--- src/rtl/pipe_pkg.sv ---
// Shared definitions for the ID->EX pipeline stage.
//   - Default payload widths (control and data fields).
//   - Bit offsets of every control signal inside the control word.
//   - Bit offsets of every data field inside the data word.
//   - CTRL_BUBBLE: the control word that turns a slot into a no-op.
package pipe_pkg;

  localparam int CTRL_W_DEF = 16;
  localparam int DATA_W_DEF = 154;

  // Control word bit positions.
  localparam int CTRL_REGWRITE     = 0;
  localparam int CTRL_BRANCH       = 1;
  localparam int CTRL_ALUSRC       = 2;
  localparam int CTRL_MEMWRITE     = 3;
  localparam int CTRL_MEMREAD      = 4;
  localparam int CTRL_LOADDIV_LSB  = 5;   // 7:5
  localparam int CTRL_STOREDIV_LSB = 8;   // 9:8
  localparam int CTRL_ALUOP_LSB    = 10;  // 11:10
  localparam int CTRL_MEMTOREG_LSB = 12;  // 13:12
  localparam int CTRL_REGDST_LSB   = 14;  // 15:14

  // Data word field LSBs, pc in the top 32 bits down to funct at bit 0.
  localparam int DATA_FUNCT_LSB   = 0;    // 6 bits
  localparam int DATA_SA_LSB      = 6;    // 5 bits
  localparam int DATA_RS_LSB      = 11;   // 5 bits
  localparam int DATA_RD_LSB      = 16;   // 5 bits
  localparam int DATA_RT_LSB      = 21;   // 5 bits
  localparam int DATA_IMM_LSB     = 26;   // 32 bits
  localparam int DATA_RT_DATA_LSB = 58;   // 32 bits
  localparam int DATA_RS_DATA_LSB = 90;   // 32 bits
  localparam int DATA_PC_LSB      = 122;  // 32 bits

  // All control bits low: no register write, no memory access, no branch.
  localparam logic [CTRL_W_DEF-1:0] CTRL_BUBBLE = '0;

endpackage

--- src/rtl/pipe_slot.sv ---
// One pipeline slot: valid flag + control word + data word.
//   clk, rst_n : clock, synchronous active-low reset (clears everything)
//   load       : capture ld_ctrl/ld_data and mark the slot valid
//   clear      : drop the slot (valid=0, ctrl=bubble), data is held
//   ld_ctrl    : control word to capture
//   ld_data    : data word to capture
//   valid/ctrl/data : registered slot contents
// clear wins over load if both are asserted.
module pipe_slot
  import pipe_pkg::*;
#(
  parameter int CTRL_W = CTRL_W_DEF,
  parameter int DATA_W = DATA_W_DEF
) (
  input  logic              clk,
  input  logic              rst_n,
  input  logic              load,
  input  logic              clear,
  input  logic [CTRL_W-1:0] ld_ctrl,
  input  logic [DATA_W-1:0] ld_data,
  output logic              valid,
  output logic [CTRL_W-1:0] ctrl,
  output logic [DATA_W-1:0] data
);

  logic              valid_d, valid_q;
  logic [CTRL_W-1:0] ctrl_d,  ctrl_q;
  logic [DATA_W-1:0] data_d,  data_q;

  always_comb begin
    valid_d = valid_q;
    ctrl_d  = ctrl_q;
    data_d  = data_q;
    if (clear) begin
      valid_d = 1'b0;
      ctrl_d  = CTRL_W'(CTRL_BUBBLE);
    end else if (load) begin
      valid_d = 1'b1;
      ctrl_d  = ld_ctrl;
      data_d  = ld_data;
    end
  end

  always_ff @(posedge clk) begin
    if (!rst_n) begin
      valid_q <= 1'b0;
      ctrl_q  <= '0;
      data_q  <= '0;
    end else begin
      valid_q <= valid_d;
      ctrl_q  <= ctrl_d;
      data_q  <= data_d;
    end
  end

  assign valid = valid_q;
  assign ctrl  = ctrl_q;
  assign data  = data_q;

endmodule

--- src/rtl/id_ex_pipe_stage.sv ---
// ID->EX pipeline stage register with handshake, flush and bubble insertion.
//   clk, rst_n          : clock, synchronous active-low reset
//   flush               : squash stage contents; nothing is accepted that cycle
//   in_valid/in_ready   : decode-side handshake
//   in_ctrl/in_data     : decode payload
//   out_valid/out_ready : EX-side handshake
//   out_ctrl            : registered control word, 0 whenever out_valid=0
//   out_data            : registered data word, held across bubbles
//   stall_cycles        : saturating count of cycles with out_valid && !out_ready
//
// Handshake: a payload moves across a port on every rising edge where that
// port's valid and ready are both high. valid never depends on ready on the
// same port; in_ready is low during reset and during flush.
//
// Build option PIPE_SKID_EN adds a second (skid) slot so that in_ready is
// registered-only (no combinational path from out_ready). Without it the stage
// holds a single slot and in_ready follows out_ready combinationally.
module id_ex_pipe_stage
  import pipe_pkg::*;
#(
  parameter int CTRL_W = CTRL_W_DEF,
  parameter int DATA_W = DATA_W_DEF,
  parameter int CNT_W  = 16
) (
  input  logic              clk,
  input  logic              rst_n,
  input  logic              flush,
  input  logic              in_valid,
  output logic              in_ready,
  input  logic [CTRL_W-1:0] in_ctrl,
  input  logic [DATA_W-1:0] in_data,
  output logic              out_valid,
  input  logic              out_ready,
  output logic [CTRL_W-1:0] out_ctrl,
  output logic [DATA_W-1:0] out_data,
  output logic [CNT_W-1:0]  stall_cycles
);

  logic              main_valid;
  logic              main_load, main_clear;
  logic [CTRL_W-1:0] main_ld_ctrl;
  logic [DATA_W-1:0] main_ld_data;
  logic              in_xfer, out_xfer;

  assign out_xfer = main_valid && out_ready;
  assign in_xfer  = in_valid && in_ready;

`ifdef PIPE_SKID_EN
  logic              skid_valid;
  logic              skid_load, skid_clear;
  logic [CTRL_W-1:0] skid_ctrl;
  logic [DATA_W-1:0] skid_data;

  assign in_ready = rst_n && !flush && !skid_valid;

  always_comb begin
    main_load    = 1'b0;
    main_clear   = 1'b0;
    main_ld_ctrl = in_ctrl;
    main_ld_data = in_data;
    skid_load    = 1'b0;
    skid_clear   = 1'b0;
    if (flush) begin
      main_clear = 1'b1;
      skid_clear = 1'b1;
    end else if (skid_valid) begin
      // in_ready is low here, so the only movement is skid -> main.
      if (out_xfer) begin
        main_load    = 1'b1;
        main_ld_ctrl = skid_ctrl;
        main_ld_data = skid_data;
        skid_clear   = 1'b1;
      end
    end else if (in_xfer) begin
      // Main is busy and not draining: park the new payload in the skid.
      if (main_valid && !out_ready) skid_load = 1'b1;
      else                          main_load = 1'b1;
    end else if (out_xfer) begin
      main_clear = 1'b1;
    end
  end

  pipe_slot #(.CTRL_W(CTRL_W), .DATA_W(DATA_W)) u_skid (
    .clk     (clk),
    .rst_n   (rst_n),
    .load    (skid_load),
    .clear   (skid_clear),
    .ld_ctrl (in_ctrl),
    .ld_data (in_data),
    .valid   (skid_valid),
    .ctrl    (skid_ctrl),
    .data    (skid_data)
  );
`else
  assign in_ready = rst_n && !flush && (!main_valid || out_ready);

  always_comb begin
    main_load    = 1'b0;
    main_clear   = 1'b0;
    main_ld_ctrl = in_ctrl;
    main_ld_data = in_data;
    if (flush)         main_clear = 1'b1;
    else if (in_xfer)  main_load  = 1'b1;  // also covers replace-on-drain
    else if (out_xfer) main_clear = 1'b1;  // bubble
  end
`endif

  pipe_slot #(.CTRL_W(CTRL_W), .DATA_W(DATA_W)) u_main (
    .clk     (clk),
    .rst_n   (rst_n),
    .load    (main_load),
    .clear   (main_clear),
    .ld_ctrl (main_ld_ctrl),
    .ld_data (main_ld_data),
    .valid   (main_valid),
    .ctrl    (out_ctrl),
    .data    (out_data)
  );

  assign out_valid = main_valid;

  // Stall counter: saturates at all-ones, survives flush.
  logic [CNT_W-1:0] stall_d, stall_q;

  always_comb begin
    stall_d = stall_q;
    if (main_valid && !out_ready && (stall_q != '1)) stall_d = stall_q + 1'b1;
  end

  always_ff @(posedge clk) begin
    if (!rst_n) stall_q <= '0;
    else        stall_q <= stall_d;
  end

  assign stall_cycles = stall_q;

endmodule

--- config.mk ---
export PLATFORM = sky130hd
export DESIGN_NAME = id_ex_pipe_stage
export DESIGN_NICKNAME = d
export VERILOG_FILES = /design/src/rtl/pipe_pkg.sv /design/src/rtl/pipe_slot.sv /design/src/rtl/id_ex_pipe_stage.sv
export SDC_FILE = /design/constraint.sdc
export NUM_CORES = 1
export LEC_CHECK = 0
export CAP_MARGIN = 20
export CELL_PAD_IN_SITES_DETAIL_PLACEMENT = 0
export CELL_PAD_IN_SITES_GLOBAL_PLACEMENT = 2
export CORE_MARGIN = 2
export CORE_UTILIZATION = 20
export DETAILED_ROUTE_END_ITERATION = 10
export PLACE_DENSITY_LB_ADDON = 0.1
export SETUP_SLACK_MARGIN = 0.5
export SLEW_MARGIN = 20
export SYNTH_ARGS = -nofsm -noshare
export SYNTH_HDL_FRONTEND = slang
export SYNTH_SLANG_ARGS = --single-unit
--- constraint.sdc ---
create_clock -name clk -period 1.9 [get_ports clk]
set_input_delay 0.285 -clock clk [delete_from_list [all_inputs] [get_ports clk]]
set_output_delay 0.285 -clock clk [all_outputs]
set_load 0.005 [all_outputs]
# [After elaboration in Yosys (flattened, before gate mapping)]
# Index checks and enable logic that the tools add are counted.
[totals] memories=0 word_cells=25 register_bits=187 ram_bits=0 rom_bits=0 output_inout_bits=188 latch_bits=0 input_bits=175
[op_classes] div_mod_pow=0 n_shift=0 reduce_logical=12 mul=0 n_mux=5 n_lt_le_gt_ge=0 add_sub_neg=1 bitwise_logic=2 n_eq_ne=1
[ops] cell="$add A16 B1 Y16 const B" n=1
[ops] cell="$ne A16 B16 Y1 const B" n=1
[ops] cell="$logic_and A1 B1 Y1" n=6
[ops] cell="$mux W1" n=5
[ops] cell="$logic_not A1 Y1" n=3
[ops] cell="$not A1 Y1" n=2
[ops] cell="$reduce_and A2 Y1" n=1
[ops] cell="$reduce_or A2 Y1" n=1
[ops] cell="$logic_or A1 B1 Y1" n=1

# [Logic depth before layout (Yosys ltp)]
# Gate-level depths: netlist of the first run.
[depth] depth_word=8 mapped_depth=7 depth_no_buf=5

# [Cells and area by module]
# Synthesis of the first run repeated with hierarchy kept, for this count alone.
[hier_totals] hier_cells=823 area_unflattened_um2=7626.1
[modules_own_cells] mod="pipe_slot" cells_each=724 seq_area_each_um2=3423.3 area_each_um2=6720.2 n_inst=1
[modules_own_cells] mod="id_ex_pipe_stage" cells_each=99 seq_area_each_um2=320.3 area_each_um2=905.9 n_inst=1

# [Worst setup path after synthesis of the first run]
# Ideal clock, no wire load.
[synth_timing] path_type="reg2reg" start="reg stall_q[0], in the netlist stall_cycles[0]" end="reg stall_q[10], in the netlist stall_cycles[10]" t_arrival_ns=1.661 setup_ns=0.070 stages_incl_launch_ff=6 slack_ns=0.169 period_less_slack_ns=1.731 path_cell_list="dfxtp_1 ha_1 nand4_2 or3_4 or4_1 a21oi_1"
[synth_via] elab_chain_cells=2 word_cells_on_any_way=3 cone_classes="add/sub: 1; eq/ne: 1; reduce/logical: 1"
[synth_rtl] element="start: declaration" line="id_ex_pipe_stage.sv:123" text="logic [CNT_W-1:0] stall_d, stall_q;"
[synth_rtl] element="start signal: assignment" line="id_ex_pipe_stage.sv:132" text="else stall_q <= stall_d;"
[synth_rtl] element="parallel branches: the longest is 2 deep, another holds $add A16 B1 Y16"
# Parallel ways; which one is timed is not known.
# A chain may end at the register's enable or synchronous reset.

# [Worst setup path in the final report of the first run]
# Same ends and word-level chain as after synthesis.

==> impl_metrics.env, run 1 <==
export IMPL_pwr_share_clk=0.417
export IMPL_seq_area_frac_synth=0.561
export IMPL_viasPerCell=4.19
export IMPL_cp_max_fo=4
export IMPL_grt_usage=0.154
export IMPL_status="completed"
export IMPL_yosysUniqueCellTypes=35
export IMPL_place_ws_ns=-0.169
export IMPL_vdd_drop_max_v=0.000595
export IMPL_grt_pass1_vias=6827
export IMPL_num_vias=7214
export IMPL_grt_pass1_wl_mm=41.6
export IMPL_skew_ns=0.00714
export IMPL_start_util=0.204
export IMPL_antenna_left=0
export IMPL_synth_warnings=0
export IMPL_grt_max_degree=98
export IMPL_rsz0062_at_grt="true"
export IMPL_setup_tns_ns=0
export IMPL_fp_dieArea_um2=34900
export IMPL_synth_area_um2=6680
export IMPL_final_max_slew_viol_count=0
export IMPL_setup_ws_ns=0.294
export IMPL_fmax_ghz=0.623
export IMPL_multi_input_area_um2=2990
export IMPL_synth_edf_count=0
export IMPL_comb_power_share=0.124
export IMPL_synthToLayoutAreaGrowth_pct=90.1
export IMPL_num_rows=66
export IMPL_worstSetupPathType="flip-flop to flip-flop"
export IMPL_seq_power_share=0.459
export IMPL_switchingPower_mw=2.08
export IMPL_drc=0
export IMPL_finalHoldViolCount=0
export IMPL_drive_gt1_frac=0.192
export IMPL_required_ns=2.27
export IMPL_cp_slowest_cell="or4_4"
export IMPL_clk_pin_slew_ns=0.07
export IMPL_worst_path_largest_cell_delay_ns=0.42
export IMPL_cp_arrival_ns=1.98
export IMPL_path_buf_inv=0
export IMPL_worst_pin_slew_ns=0.623
export IMPL_power_mw=8.88
export IMPL_seq_area_um2=3790
export IMPL_core_area_um2=32700
export IMPL_intPower_mw=6.79
export IMPL_clock_latency_ns=0.44
export IMPL_cap_violations=0
export IMPL_final_cells=1721
export IMPL_synth_cells=838
export IMPL_clockBufferDepth=2
export IMPL_relSlewSlack=0.584
export IMPL_path_cells="ha_4 -> nand4_4 -> or3_4 -> or4_4 -> a21oi_2"
export IMPL_die_w_um=187
export IMPL_ys_ff_latch=187
export IMPL_power_density_nw_per_um2=699
export IMPL_syn_nets=1014
export IMPL_ys_flop_type="dfxtp_1"
export IMPL_place_gp_congestion=0.717
export IMPL_holdWs_ns=0.363
export IMPL_numCtsBuffers=17
export IMPL_firstDrtPassIters=5
export IMPL_finalSetupViolCount=0
export IMPL_io_pins=363
export IMPL_fillCellCount=3461
export IMPL_antenna_found_initial=4
export IMPL_critical_path_top_delay_family="simple AND/OR/NAND/NOR gates"
export IMPL_final_nets=1441
export IMPL_async_reset_ff_frac=0
export IMPL_wl_per_cell_um=17.1
export IMPL_cts_max_level=4
export IMPL_die_h_um=187
export IMPL_clock_root_buffer="clkbuf_16"
export IMPL_dp_hpwl_mm=19.2
export IMPL_worst_setup_path_start_kind="flip-flop"
export IMPL_finalCritPeriodShare=0.845
export IMPL_syn_avg_cell_area_um2=7.97
export IMPL_portBuffers=362
export IMPL_wl_mm=29.5
export IMPL_gr_total_overflow=0
export IMPL_cts_hold_buf=0
export IMPL_post_place_cells=1626
export IMPL_hold_class="input port to flip-flop"
export IMPL_drt_iter0_markers=244
export IMPL_power_leakage_nw=5.32
export IMPL_cts_tree="built"
export IMPL_clock_sinks=187
export IMPL_p_sw_frac=0.234
export IMPL_worstSetupEndpointType="flip-flop"
export IMPL_min_period_ns=1.61
[path summary, 6_finish.rpt]
path                                 startpoint               end  slack (ns)  cells past startpoint
worst min register to register  u_main.data[70]   u_main.data[70]        0.45                      2
worst max-delay path            stall_cycles[0]  stall_cycles[10]        0.29                      5
worst max register to register  stall_cycles[0]  stall_cycles[10]        0.29                      5
worst min-delay path                      rst_n   stall_cycles[6]        0.36                      5
[cell usage in the layout, fill, tap and decap left out, drive strengths merged, types with 4 or more instances in the layout]
cell type,netlist,final
o31ai,9,9
a21oi,184,184
clkdlybuf4s50,0,171
nand2,346,346
buf,26,93
clkinv,0,4
dlygate4sd2,0,163
o21ai,5,5
or3,4,4
clkdlybuf4s15,0,13
nand4,7,7
dfxtp,187,187
or4,9,9
nor3,4,4
clkbuf,33,51
[logic make-up after synthesis]
logic type,after synthesis,share of synthesized area
flip-flops,187,0.561
AND/OR/NAND/NOR,385,0.237
adder cells (fa/ha/maj),1,0.00187
AO/OA/AOI/OAI,202,0.157
buffers and inverters,62,0.0418
multiplexers,1,0.00150
[registers in the layout, summed over array words and instances, names as in the netlist]
name and cells:
stall_cycles 16, u_main.ctrl 16, u_main.data 154, u_main.valid 1
[repair_timing]
action,4_1_cts,5_1_grt
gates resized for setup,246,117
endpoints found under the hold margin,0,0
setup endpoints to repair,365,203
pin swaps,19,29
setup buffers,27,15
cloned,1,19
[power groups by stage]
stage                     combinational [mW]  clock [mW]  sequential, mW
after global routing                    1.20        4.02            4.08
after global placement                  1.04           0            4.18
final                                   1.10        3.70            4.07
after detailed placement                1.04           0            4.18
after CTS                              0.971        3.86            4.07
after floorplan                        0.265           0            4.19
[worst register-to-register path: cells and delay by family (launching register included)]
family / cells / cell delay (ns)
fa+ha+maj: 1 / 0.16
compound gates: 1 / 0.12
simple gates: 3 / 0.88
flops: 1 / 0.37
[per-stage QoR]
stage | instance area (um^2) | util
after floorplan | 6730 | -
after global placement | 11100 | 0.341
after detailed placement | 11100 | 0.341
after CTS | 11800 | 0.361
after global routing | 12700 | 0.388
final | 12700 | 0.388
[layout make-up]
class                           instances  area share
Antenna cell                            1    0.000197
Clock buffer                           26      0.0401
Clock inverter                          6     0.00661
Inverter                                3     0.00108
Multi-Input combinational cell        589       0.236
Sequential cell                       187       0.299
Tap cell                              442      0.0436
Timing Repair Buffer                  467       0.373
[cells in the mapped netlist (2+ instances only)]
library cell    n  area (um^2)
nand2_1       346         1300
or3_1           3         18.8
or4_1           9         67.6
buf_4           3         22.5
inv_1           2         7.51
clkbuf_1       33          124
o21ai_1         3         15.0
dfxtp_1       187         3740
o21ai_0         2         10.0
o31ai_1         9         67.6
nand3_1         3         15.0
and4_1          2         17.5
a21oi_1       184          921
nor3_1          4         20.0
nand4_1         5         31.3
buf_2          22          110
nand4_2         2         25.0
nand2b_1        2         12.5
[metal layers]
layer | vias to the layer above | wire length [um] | track usage
met5 | - | 24 | 0
met4 | 4 | 383 | 0.0437
met3 | 28 | 2850 | 0.0782
met2 | 250 | 13500 | 0.237
met1 | 3316 | 12700 | 0.189
li1 | 3616 | - | -
No activity file was read; power rests on OpenSTA's default activity.
==> run 2, diff against run 1 <==
==> constraint.sdc (replaced) <==
create_clock -name clk -period 1.5 [get_ports clk]
set_input_delay 0.225 -clock clk [delete_from_list [all_inputs] [get_ports clk]]
set_output_delay 0.225 -clock clk [all_outputs]
set_load 0.005 [all_outputs]
==> run 2 against run 1 <==
  * The run now ends with setup timing left
  * Worst setup slack worse by 0.39 ns
  * First-iteration DRC count decreased by 16%
  * Critical path depth grew 2
  * Clock power rose by 22%
  * Clock skew shrank 0.0015 ns
  * Count of clock-buffer cells in the layout shrank 3
==> impl_metrics.env, run 2 (synthesized netlist as in run 1, its figures left out) <==
export IMPL_worstSetupEndpointType="flip-flop"
export IMPL_finalHoldViolCount=0
export IMPL_setup_ws_ns=-0.0976
export IMPL_finalCritPeriodShare=1.07
export IMPL_switchingPower_mw=2.98
export IMPL_fillCellCount=3119
export IMPL_place_ws_ns=-0.428
export IMPL_clock_sinks=187
export IMPL_top_usage_layer="met2"
export IMPL_grt_usage=0.168
export IMPL_portBuffers=362
export IMPL_antenna_found_initial=2
export IMPL_num_rows=66
export IMPL_fp_dieArea_um2=34900
export IMPL_worst_pin_slew_ns=0.607
export IMPL_cp_arrival_ns=1.96
export IMPL_rsz0062_at_grt="true"
export IMPL_place_gp_congestion=0.741
export IMPL_vdd_drop_max_v=0.000743
export IMPL_antenna_left=0
export IMPL_grt_pass1_wl_mm=44.9
export IMPL_multi_input_area_um2=4590
export IMPL_placed_cell_area_um2=11600
export IMPL_worst_setup_path_start_kind="flip-flop"
export IMPL_skew_ns=0.00560
export IMPL_wl_mm=31.5
export IMPL_hold_depth=3
export IMPL_seq_power_share=0.440
export IMPL_cap_violations=0
export IMPL_hp_start="flush"
export IMPL_die_w_um=187
export IMPL_relSlewSlack=0.596
export IMPL_cp_max_fo=7
export IMPL_io_pins=363
export IMPL_grt_use_met3=0.0624
export IMPL_worst_path_largest_cell_delay_ns=0.49
export IMPL_power_mw=11.9
export IMPL_path_cells="ha_4 -> nand4_4 -> buf_6 -> nor4_4 -> buf_4 -> or4_1 -> a21oi_1"
export IMPL_worst_r2r_setup_slack_ns=-0.1
export IMPL_final_common_cell="buf_6"
export IMPL_grtUsageMet2=0.277
export IMPL_pwr_share_clk=0.381
export IMPL_required_ns=1.87
export IMPL_clock_root_buffer="clkbuf_16"
export IMPL_core_area_um2=32700
export IMPL_synthToLayoutAreaGrowth_pct=144
export IMPL_die_h_um=187
export IMPL_viasPerCell=4.30
export IMPL_grt_max_degree=78
export IMPL_drive_gt1_frac=0.710
export IMPL_r2r_start="stall_cycles[0]"
export IMPL_largest_reg_flops=154
export IMPL_hold_class="input port to flip-flop"
export IMPL_dp_hpwl_mm=19.7
export IMPL_finalSetupViolCount=109
export IMPL_wl_per_cell_um=17.2
export IMPL_firstDrtPassIters=4
export IMPL_fin_area_um2=16300
export IMPL_comb_power_share=0.179
export IMPL_grt_pass1_vias=7395
export IMPL_num_vias=7862
export IMPL_cts_max_level=4
export IMPL_start_util=0.204
export IMPL_min_period_ns=1.60
export IMPL_final_max_slew_viol_count=0
export IMPL_cts_tree="built"
export IMPL_mostFrequentLayoutCells="buf_6, dfxtp_2, clkdlybuf4s50_1, nand2_4, nand2_1"
export IMPL_seq_area_um2=4010
export IMPL_clockBufferDepth=2
export IMPL_worstSetupPathType="flip-flop to flip-flop"
export IMPL_power_density_nw_per_um2=728
export IMPL_gr_total_overflow=0
export IMPL_hold_path_end="u_main.valid"
export IMPL_ff2ff_path_depth=7
export IMPL_drt_iter0_markers=204
export IMPL_violations="setup timing"
export IMPL_status="finished, violations left"
export IMPL_drc=0
export IMPL_met1_usage=0.204
export IMPL_intPower_mw=8.91
export IMPL_regToRegEndpoint="stall_cycles[14]"
export IMPL_clock_latency_ns=0.44
export IMPL_clk_pin_slew_ns=0.07
export IMPL_fmax_ghz=0.626
export IMPL_numCtsBuffers=17
export IMPL_p_sw_frac=0.251
export IMPL_final_nets=1550
export IMPL_power_leakage_nw=6.88
export IMPL_cp_slowest_cell="or4_1"
export IMPL_cts_hold_buf=0
-- run 2: changes by cell type in the layout (fill, tap and decap cells not counted), moves of 66 or more --
cell | previous run | this run
dfxtp_1 | 167 | 0
nand2_1 | 326 | 111
a21oi_1 | 148 | 76
dlygate4sd2_1 | 163 | 2
nand2_4 | 6 | 155
a21oi_2 | 36 | 108
dfxtp_2 | 10 | 173
nand2_2 | 14 | 80
buf_6 | 13 | 199
-- run 2: per-layer routing --
layer | part of all wire | up-vias
li1 | - | 3864
met1 | 0.42 | 3748
met2 | 0.49 | 224
met3 | 0.071 | 26
met4 | 0.018 | 0
met5 | 0 | -
-- run 2: final cells by class --
cell class	instances	share of cell area
repair buffers	576	0.404
multi-input cells	589	0.281
flip-flops and latches	187	0.246
well taps	442	0.0339
clock buffers	23	0.0287
clock inverters	7	0.00567
inverters	3	0.000844
diodes	2	0.000307
-- run 2: worst max path at each step --
stage                          startpoint          endpoint  slack, ns
after floorplan           stall_cycles[1]  stall_cycles[10]      -0.12
after global placement          out_ready  stall_cycles[10]      -0.41
after detailed placement        out_ready  stall_cycles[10]      -0.43
after CTS                 stall_cycles[0]  stall_cycles[14]      -0.12
after global routing      stall_cycles[0]  stall_cycles[14]      -0.15
final                     stall_cycles[0]  stall_cycles[14]       -0.1
-- run 2: stage by stage --
step | cells | setup TNS (ns) | hold slack (ns) | util
after floorplan | 838 | -0.163 | 0.349 | -
after global placement | 1666 | -62.87 | 0.441 | 0.354
after detailed placement | 1666 | -62.90 | 0.445 | 0.354
after CTS | 1760 | -3.38 | 0.231 | 0.428
after global routing | 1828 | -11.12 | 0.255 | 0.499
final | 1829 | -3.17 | 0.256 | 0.499
-- run 2: power by group through the flow --
| stage | combinational [mW] | sequential, mW | clock (mW) |
|---|---|---|---|
| 2_1_floorplan | 0.364 | 5.30 | 0 |
| 3_3_place_gp | 1.39 | 5.29 | 0 |
| 3_5_place_dp | 1.38 | 5.29 | 0 |
| 4_1_cts | 1.73 | 5.22 | 4.73 |
| 5_1_grt | 2.26 | 5.24 | 4.88 |
| 6_report | 2.13 | 5.23 | 4.53 |
-- run 2: what timing repair did --
| item | in CTS | in global routing |
|---|---|---|
| cloned | 21 | 10 |
| hold endpoints to repair | 0 | 0 |
| pin swaps | 142 | 157 |
| gates resized for setup | 1296 | 427 |
| setup buffers | 43 | 57 |
| endpoints found under the setup margin | 374 | 374 |
-- run 2: critical path: cells and delay by family, from the launching register on --
kind	cells	cell delay [ns]
compound gates	1	0.13
buf+inv	2	0.28
simple gates	3	0.60
fa+ha+maj	1	0.17
flops	1	0.34
==> run 3, diff against run 2 <==
--- a/config.mk
+++ b/config.mk
@@ -9,7 +9,8 @@
 export CELL_PAD_IN_SITES_DETAIL_PLACEMENT = 0
 export CELL_PAD_IN_SITES_GLOBAL_PLACEMENT = 2
 export CORE_MARGIN = 2
-export CORE_UTILIZATION = 20
+export CORE_UTILIZATION = 21
+export CTS_BUF_LIST = sky130_fd_sc_hd__clkbuf_4 sky130_fd_sc_hd__clkbuf_8
 export DETAILED_ROUTE_END_ITERATION = 10
 export PLACE_DENSITY_LB_ADDON = 0.1
 export SETUP_SLACK_MARGIN = 0.5
==> run 3 against run 2 <==
  * The run still ends with setup timing left
  * Combinational power is 3% lower
  * First-iteration DRC count increased by 9.8%
  * Register-to-register slack worse by 0.05 ns
  * Via count is 1.6% lower
  * Power decreased by 4.8%
  * Fmax down 2.8%
  * Critical path type unchanged
  * Critical endpoint is now stall_cycles[10]
==> impl_metrics.env, run 3 (synthesized netlist as in run 1, its figures left out) <==
export IMPL_status="finished, violations left"
export IMPL_violations="setup timing"
export IMPL_wl_mm=31.3
export IMPL_synthToLayoutAreaGrowth_pct=137
export IMPL_power_leakage_nw=6.44
export IMPL_cp_arrival_ns=2.05
export IMPL_clock_root_buffer="clkbuf_8"
export IMPL_dp_hpwl_mm=19.1
export IMPL_hold_class="input port to flip-flop"
export IMPL_critical_path_top_delay_family="simple AND/OR/NAND/NOR gates"
export IMPL_vdd_drop_max_v=0.000523
export IMPL_hp_start="in_ctrl[11]"
export IMPL_seq_area_um2=4030
export IMPL_power_density_nw_per_um2=716
export IMPL_setup_tns_ns=-2.17
export IMPL_final_nets=1519
export IMPL_final_common_cell="buf_6"
export IMPL_fp_dieArea_um2=33200
export IMPL_rsz0062_at_grt="true"
export IMPL_drt_iter0_markers=224
export IMPL_regToRegEndpoint="stall_cycles[10]"
export IMPL_firstDrtPassIters=4
export IMPL_hold_path_end="u_main.ctrl[11]"
export IMPL_worst_pin_slew_ns=0.763
export IMPL_antenna_left=0
export IMPL_wl_per_cell_um=17.8
export IMPL_required_ns=1.91
export IMPL_num_rows=65
export IMPL_grt_max_degree=94
export IMPL_cp_max_fo=5
export IMPL_start_util=0.213
export IMPL_hold_depth=3
export IMPL_finalHoldViolCount=0
export IMPL_finalCritPeriodShare=1.10
export IMPL_num_vias=7737
export IMPL_antenna_found_initial=2
export IMPL_die_h_um=182
export IMPL_clockBufferDepth=2
export IMPL_skew_ns=0.0109
export IMPL_cap_violations=0
export IMPL_cts_hold_buf=0
export IMPL_clk_pin_slew_ns=0.11
export IMPL_viasPerCell=4.39
export IMPL_finalSetupViolCount=78
export IMPL_place_gp_congestion=0.736
export IMPL_cp_slowest_cell="or4_1"
export IMPL_worstSetupPathType="flip-flop to flip-flop"
export IMPL_worst_r2r_setup_slack_ns=-0.14
export IMPL_cts_tree="built"
export IMPL_path_buf_inv=0
export IMPL_grt_usage=0.169
export IMPL_clock_sinks=187
export IMPL_ff2ff_path_depth=5
export IMPL_fillCellCount=2948
export IMPL_path_cells="ha_4 -> nand4_4 -> or3_4 -> or4_1 -> a21oi_1"
export IMPL_drive_gt1_frac=0.725
export IMPL_mostFrequentLayoutCells="buf_6, clkdlybuf4s50_1, dfxtp_2, nand2_4, a21oi_2"
export IMPL_gr_total_overflow=0
export IMPL_core_area_um2=31400
export IMPL_cts_max_level=4
export IMPL_grt_pass1_vias=7313
export IMPL_drc=0
export IMPL_multi_input_area_um2=4710
export IMPL_grt_pass1_wl_mm=43.2
export IMPL_r2r_start="stall_cycles[1]"
export IMPL_clock_latency_ns=0.49
export IMPL_portBuffers=362
export IMPL_die_w_um=182
export IMPL_numCtsBuffers=17
export IMPL_min_period_ns=1.64
export IMPL_worst_path_largest_cell_delay_ns=0.41
export IMPL_final_max_slew_viol_count=0
export IMPL_largest_reg_flops=154
export IMPL_worstSetupEndpointType="flip-flop"
export IMPL_io_pins=363
export IMPL_relSlewSlack=0.491
export IMPL_fmax_ghz=0.609
export IMPL_setup_ws_ns=-0.143
export IMPL_place_ws_ns=-0.452
export IMPL_worst_setup_path_start_kind="flip-flop"
## run 3: changes by cell type in the layout (fill, tap and decap cells not counted), moves of 6 or more
cell       previous run  this run
buf_6               199       175
clkbuf_16            26        13
dfxtp_4              14        20
nand2_2              80        59
a21oi_1              76        30
nand2_4             155       163
buf_12               36        30
buf_2                31        47
buf_4                90        76
dfxtp_2             173       166
clkbuf_8              2        18
a21oi_2             108       154
nand2_1             111       124
## run 3: worst max-delay path by stage
stage	slack [ns]	from	depth (start not counted)	to
3_5_place_dp	-0.45	out_ready	5	stall_cycles[10]
3_3_place_gp	-0.43	out_ready	5	stall_cycles[10]
2_1_floorplan	-0.12	stall_cycles[1]	5	stall_cycles[10]
6_report	-0.14	stall_cycles[1]	5	stall_cycles[10]
4_1_cts	-0.15	stall_cycles[1]	7	stall_cycles[12]
5_1_grt	-0.20	stall_cycles[1]	7	stall_cycles[14]
## run 3: repair_timing
action	4_1_cts	5_1_grt
cloned	14	17
setup endpoints to repair	374	374
pin swaps	48	281
gates resized for setup	1147	595
setup buffers	42	37
## run 3: report_power, final
part	total (mW)	internal [mW]	switching, mW	leakage [nW]
sequential	5.24	5.11	0.132	1.61
combinational	2.06	1.22	0.838	4.60
clock	4.02	2.09	1.94	0.235
## run 3: layer usage
metal,share of wire,up-vias,GRT usage
li1,-,3788,-
met1,0.41,3677,0.203
met2,0.47,245,0.270
met3,0.094,27,0.0762
met4,0.018,0,0.0568
met5,0,-,0
## run 3: per-stage QoR
stage               cell area [um^2]  hold slack, ns  power (mW)  utilization  instances
floorplan                       6860           0.349        5.67            -        838
global placement               11400           0.442        6.63        0.362       1616
detailed placement             11400           0.446        6.63        0.362       1616
CTS                            13000           0.213        10.9        0.413       1704
global route                   15800           0.235        11.8        0.503       1760
finish                         15800           0.268        11.3        0.503       1761
## run 3: cell type report
cell class,instances,share of cell area
diodes,3,0.000475
clock buffers,21,0.0171
clock inverters,11,0.0120
inverters,3,0.000871
multi-input cells,589,0.298
flip-flops and latches,187,0.255
well taps,402,0.0318
repair buffers,545,0.385
## run 3: worst min-delay path, delay by kind of cell
family	cells	cell delay [ns]
and+or+nand+nor	1	0.07
buffers and inverters	1	0.39
AOI/OAI and AO/OA	1	0.05
